$ cat config.mk
export PLATFORM = sky130hd
export DESIGN_NAME = mem_wb_stage
export DESIGN_NICKNAME = d
export VERILOG_FILES = /design/src/rtl/mem_wb_stage.sv
export SDC_FILE = /design/constraint.sdc
export NUM_CORES = 2
export LEC_CHECK = 0
export BUFFER_PORTS_ARGS = -buffer_cell sky130_fd_sc_hd__clkbuf_2
export CAP_MARGIN = 10
export CORE_AREA = 2 2 395 476
export DETAILED_ROUTE_END_ITERATION = 10
export DIE_AREA = 0 0 397 478
export HOLD_SLACK_MARGIN = 0.02
export PLACE_DENSITY = 0.69
export SYNTH_ARGS = -nofsm -noshare
export SYNTH_HDL_FRONTEND = slang
export SYNTH_SLANG_ARGS = --single-unit
$ cat constraint.sdc
create_clock -name clk -period 5.3 [get_ports clk]
set_input_delay 0.53 -clock clk [delete_from_list [all_inputs] [get_ports clk]]
set_output_delay 0.53 -clock clk [all_outputs]
set_load 0.005 [all_outputs]
$ cat src/rtl/mem_wb_stage.sv
// mem_wb_stage: memory / write-back stage fed directly by the ID/EX register.
//   - Holds the DEPTH x DATA_W data memory and the MEM/WB output register.
//   - After reset, a clear sequence zero-fills the memory (busy=1) before
//     the stage accepts any pipeline traffic.
//   - Flags load-use hazards against the instruction currently in ID.
// Ports:
//   clk, rst               clock, synchronous active-high reset
//   en                     stage enable (shared with ID/EX)
//   ireg_write_addr/_en    destination register / write request from ID/EX
//   ireg_read_data1        write-back value for non-load instructions
//   imem_to_reg            select memory read data for write-back
//   imem_write_en          store request
//   idata_write_addr/_data store address / data
//   idata_read_addr        load address
//   id_rs1, id_rs2         source registers of the instruction in ID
//   wb_reg_write_*         registered write-back address / enable / data
//   busy                   memory clear in progress
//   load_use_stall         combinational load-use hazard flag
module mem_wb_stage #(
  parameter int DATA_W = 8,
  parameter int ADDR_W = 8,
  parameter int REG_AW = 4,
  parameter int DEPTH  = 2**ADDR_W
) (
  input  logic              clk,
  input  logic              rst,
  input  logic              en,
  input  logic [REG_AW-1:0] ireg_write_addr,
  input  logic              ireg_write_en,
  input  logic [DATA_W-1:0] ireg_read_data1,
  input  logic              imem_to_reg,
  input  logic              imem_write_en,
  input  logic [ADDR_W-1:0] idata_write_addr,
  input  logic [DATA_W-1:0] idata_write_data,
  input  logic [ADDR_W-1:0] idata_read_addr,
  input  logic [REG_AW-1:0] id_rs1,
  input  logic [REG_AW-1:0] id_rs2,
  output logic [REG_AW-1:0] wb_reg_write_addr,
  output logic              wb_reg_write_en,
  output logic [DATA_W-1:0] wb_reg_write_data,
  output logic              busy,
  output logic              load_use_stall
);

  typedef enum logic {CLEAR, RUN} state_t;

  state_t              state_q, state_d;
  logic [ADDR_W-1:0]   clear_ptr_q, clear_ptr_d;
  logic [REG_AW-1:0]   wb_addr_q, wb_addr_d;
  logic                wb_en_q, wb_en_d;
  logic [DATA_W-1:0]   wb_data_q, wb_data_d;

  logic [DATA_W-1:0]   mem_q [0:DEPTH-1];
  logic                mem_we;
  logic [ADDR_W-1:0]   mem_waddr;
  logic [DATA_W-1:0]   mem_wdata;
  logic [DATA_W-1:0]   rdata;

  // Write-first read: a store to the same address in this cycle is visible.
  always_comb begin
    rdata = mem_q[idata_read_addr];
    if (imem_write_en && (idata_write_addr == idata_read_addr)) begin
      rdata = idata_write_data;
    end
  end

  always_comb begin
    state_d     = state_q;
    clear_ptr_d = clear_ptr_q;
    wb_addr_d   = wb_addr_q;
    wb_en_d     = 1'b0;
    wb_data_d   = wb_data_q;
    mem_we      = 1'b0;
    mem_waddr   = idata_write_addr;
    mem_wdata   = idata_write_data;
    case (state_q)
      CLEAR: begin
        // The single write port is owned by the fill; pipeline inputs are ignored.
        mem_we      = 1'b1;
        mem_waddr   = clear_ptr_q;
        mem_wdata   = '0;
        clear_ptr_d = clear_ptr_q + 1'b1;
        if (clear_ptr_q == ADDR_W'(DEPTH - 1)) begin
          state_d = RUN;
        end
      end
      RUN: begin
        if (en) begin
          mem_we    = imem_write_en;
          wb_addr_d = ireg_write_addr;
          wb_en_d   = ireg_write_en;
          wb_data_d = imem_to_reg ? rdata : ireg_read_data1;
        end
      end
      default: state_d = CLEAR;
    endcase
  end

  always_ff @(posedge clk) begin
    if (rst) begin
      state_q     <= CLEAR;
      clear_ptr_q <= '0;
      wb_addr_q   <= '0;
      wb_en_q     <= 1'b0;
      wb_data_q   <= '0;
    end else begin
      state_q     <= state_d;
      clear_ptr_q <= clear_ptr_d;
      wb_addr_q   <= wb_addr_d;
      wb_en_q     <= wb_en_d;
      wb_data_q   <= wb_data_d;
    end
  end

  // Memory has no reset; rst only blocks writes on its own edge.
  always_ff @(posedge clk) begin
    if (!rst && mem_we) begin
      mem_q[mem_waddr] <= mem_wdata;
    end
  end

  assign wb_reg_write_addr = wb_addr_q;
  assign wb_reg_write_en   = wb_en_q;
  assign wb_reg_write_data = wb_data_q;
  assign busy              = (state_q == CLEAR);
  assign load_use_stall    = (state_q == RUN) && imem_to_reg && ireg_write_en &&
                             ((ireg_write_addr == id_rs1) || (ireg_write_addr == id_rs2));

endmodule
==> flow_summary_export.csv <==
group,metric,value,unit
outcome,status,"finished clean",
sta,fmax,260,MHz
synthesis,synth.largest_area_cell,"edfxtp_1",
synthesis,synth_edf_count,2048,
routing,first_iter_violations,4913,
setup_path,cp-end-kind,"flip-flop",
synthesis,yosysUniqueCellTypes,67,
routing,routed_via_density,6.09,
synthesis,yosys.area_share.adder,0.000154,
setup_path,path_class,"reg -> reg",
place,place_ws,1010,ps
floorplan,die_w,397,um
synthesis,synth_area_per_cell,20.4,um^2
clock_network,clk_pin_slew_worst_paths,70,ps
global_route,grt_usage,0.215,
floorplan,io_pins,65,
power_and_ir_drop,netSwitchingFraction,0.213,
power_and_ir_drop,p_int,25.6,mW
setup_path,reg2reg_slack,1460,ps
setup_path,r2r-start,"state_q",
clock_network,insertion_delay,860,ps
synthesis,netlist_area,81000,um^2
power_and_ir_drop,clkPwrFrac,0.414,
setup_path,r2r-end,"mem_q[58][0]",
setup_path,r2r_cells,8,
power_and_ir_drop,switchingPower,6.95,mW
setup_path,path_buf_inv,2,
synthesis,synth_area_leaders,"edfxtp_1 76%, mux4_2 12%, mux2i_1 2.5%",
clock_network,hold_buffers,5,
setup_path,crit_start,"state_q",
setup_path,slowest_stage,"nor2_1",
global_route,grt_pass1_vias,40900,
global_route,overflow,0,
clock_network,root_buffer,"clkbuf_16",
synthesis,synth_simple_gate_area_frac,0.0292,
sta,period_share,0.725,
finish,area_delta_synth_final,11.7,%
synthesis,synth_compound_area_frac,0.0396,
synthesis,postSynth.asyncResetShare,0,
synthesis,synth_xor_area_frac,0.00249,
setup_path,path_depth,8,
synthesis,synth_top_area_frac,0.759,
sta,tns,0,ps
sta,worst_slew_pin_slew,1270,ps
finish,post-route-util,0.487,
clock_network,cts_buffers,192,
power_and_ir_drop,p_leak,29.5,nW
clock_network,h-tree-depth,4,
routing,wl_per_cell,30.4,um
setup_path,critPathTopFamily,"simple AND/OR/NAND/NOR gates",
power_and_ir_drop,p_per_area,360,nW/um^2
floorplan,dieArea,190000,um^2
sta,fin_ws,1460,ps
sta,holdWs,234,ps
routing,drc,0,
setup_path,arrival,4290,ps
place,io_buffer_count,64,
power_and_ir_drop,p_seq_frac,0.545,
sta,maxSlewViolCount,0,
synthesis,ys_ff_latch,2070,
setup_path,path_cells,"buf_4, nand4b_1, o21ai_0, nand2b_1, nor2_1, nand2_1, buf_4, nor2_1",
floorplan,row_count,174,
power_and_ir_drop,ir_drop,374,uV
hold_path,min_from,"idata_write_data[5]",
sta,max_slew_margin,0.154,
setup_path,crit_fanout,36,
setup_path,critPathRequiredTime,5750,ps
sta,rsz0062_at_grt,"false",
synthesis,synth_nets,4026,
synthesis,ys.flop_type,"edfxtp_1",
routing,firstDrtPassIters,9,
finish,drive_gt1_frac,0.212,
routing,drtAntennaViolNets,0,
synthesis,synth_top_family_by_area,"multiplexers",
floorplan,fp.dieH,478,um
hold_path,hp-class,"in -> reg",
place,gp_congestion,0.912,
global_route,antenna_found_initial,12,
clock_network,cts.sinks,2070,
synthesis,ys_top_cells_by_count,"2048 x edfxtp_1, 433 x mux4_2, 324 x nor2_1",
setup_path,startpoint_type,"flip-flop",
synthesis,muxShareOfSynthArea,0.146,
power_and_ir_drop,finalPower,32.5,mW
synthesis,ys_seq_area_frac,0.764,
finish,nFillCells,14700,
clock_network,cts_buffer_depth,3,
sta,finalSetupViolCount,0,
global_route,grt_max_degree,161,
power_and_ir_drop,p_comb_frac,0.041,
synthesis,syn_inst,3975,
synthesis,yosysMostFrequentCell,"edfxtp_1",
setup_path,slowest_delay,880,ps
routing,vias,41100,
job,max_cap_viol_count,0,
clock_network,cts_resized,0,
floorplan,start_util,0.436,
clock_network,cts_tree,"yes",
finish,final_nets,4166,
global_route,grt_pass1_wl,294,mm
clock_network,post_cts_buffers,0,
floorplan,coreArea,186000,um^2
sta,timing.final.crit_period,3840,ps
setup_path,cp-endpoint,"mem_q[58][0]",
sta,finalHoldViolCount,0,
routing,wirelength,205,mm
place,dp_hpwl,128,mm
sta,clock_skew,59.9,ps
synthesis,ys_warn_count,0,
## sequential cells by signal, indices dropped and copies added, names as in the netlist
register           count
state_q                1
wb_reg_write_addr      4
wb_reg_write_en        1
mem_q               2048
wb_reg_write_data      8
clear_ptr_q            8
## metrics by stage
step	cells	instance area, um^2
2_1_floorplan	3975	81000
3_3_place_gp	6379	84300
3_5_place_dp	6380	84300
4_1_cts	6746	90500
5_1_grt	6747	90500
6_report	6750	90500
## tightest hold or removal path: cells and delay by family
family                 cells  cell delay [ps]
AO/OA/AOI/OAI              2              230
buffers and inverters      1              140
AND/OR/NAND/NOR            1              150
## area by class of cell
class	count	area [um^2]	share of cell area
antenna	4	10.0	0.000111
clock buffer	251	5110	0.0564
clock inverter	110	1050	0.0116
inverter	10	37.5	0.000415
multi-input combinational	1656	17700	0.195
sequential	2070	61900	0.685
tap	2464	3080	0.0341
timing repair buffer	185	1610	0.0178
## placed cells by master, fill, tap and decap left out, types with 9 or more instances in the layout
cell type	n
clkbuf_2	59
edfxtp_1	2048
mux2i_1	203
clkbuf_16	193
bufinv_16	10
nand2_1	97
o221ai_1	72
nor4_1	9
a22o_1	24
xnor2_1	19
clkinv_1	45
o32ai_1	11
a21oi_1	82
o22ai_1	41
a221oi_1	26
mux4_2	433
nor3_1	27
dfxtp_1	22
o21ai_0	35
nand4_1	9
clkinv_2	33
or3_1	9
a211oi_1	9
buf_4	90
nand3_1	31
buf_12	27
nor2_1	323
clkbuf_1	52
a22oi_1	72
## how the worst min path moves through the flow
stage | cells past startpoint | to | slack, ps
2_1_floorplan | 2 | wb_reg_write_addr[0] | 450
3_5_place_dp | 2 | wb_reg_write_addr[0] | 450
3_3_place_gp | 2 | wb_reg_write_addr[1] | 450
6_report | 4 | wb_reg_write_data[5] | 230
4_1_cts | 4 | wb_reg_write_data[5] | 170
5_1_grt | 4 | wb_reg_write_data[5] | 240
## cell families (layout without fill, tap and decap cells)
group	Yosys count	after routing
flip-flops	2070	2070
AND/OR/NAND/NOR	554	554
other	0	4
XOR/XNOR	23	23
buffers and inverters	249	556
AO/OA/AOI/OAI	440	440
adder cells (fa/ha/maj)	1	1
multiplexers	638	638
## power groups by stage
stage	clock network, mW	logic [mW]	registers (mW)
finish	13.5	1.34	17.7
global route	14.2	1.38	17.7
CTS	13.6	1.33	17.7
detailed placement	0	1.32	18.1
global placement	0	1.31	18.1
floorplan	0	0.870	18.1
## per-layer routing
| layer | part of all wire | routed length [um] | up-vias | global-route usage |
|---|---|---|---|---|
| met4 | 0.045 | 9190 | 14 | 0.0881 |
| met3 | 0.099 | 20400 | 486 | 0.0558 |
| li1 | - | - | 16800 | - |
| met1 | 0.37 | 75700 | 21600 | 0.278 |
| met2 | 0.49 | 100000 | 2160 | 0.347 |
| met5 | 0.00044 | 91 | - | 0 |
(Power assumes the default switching activity.)
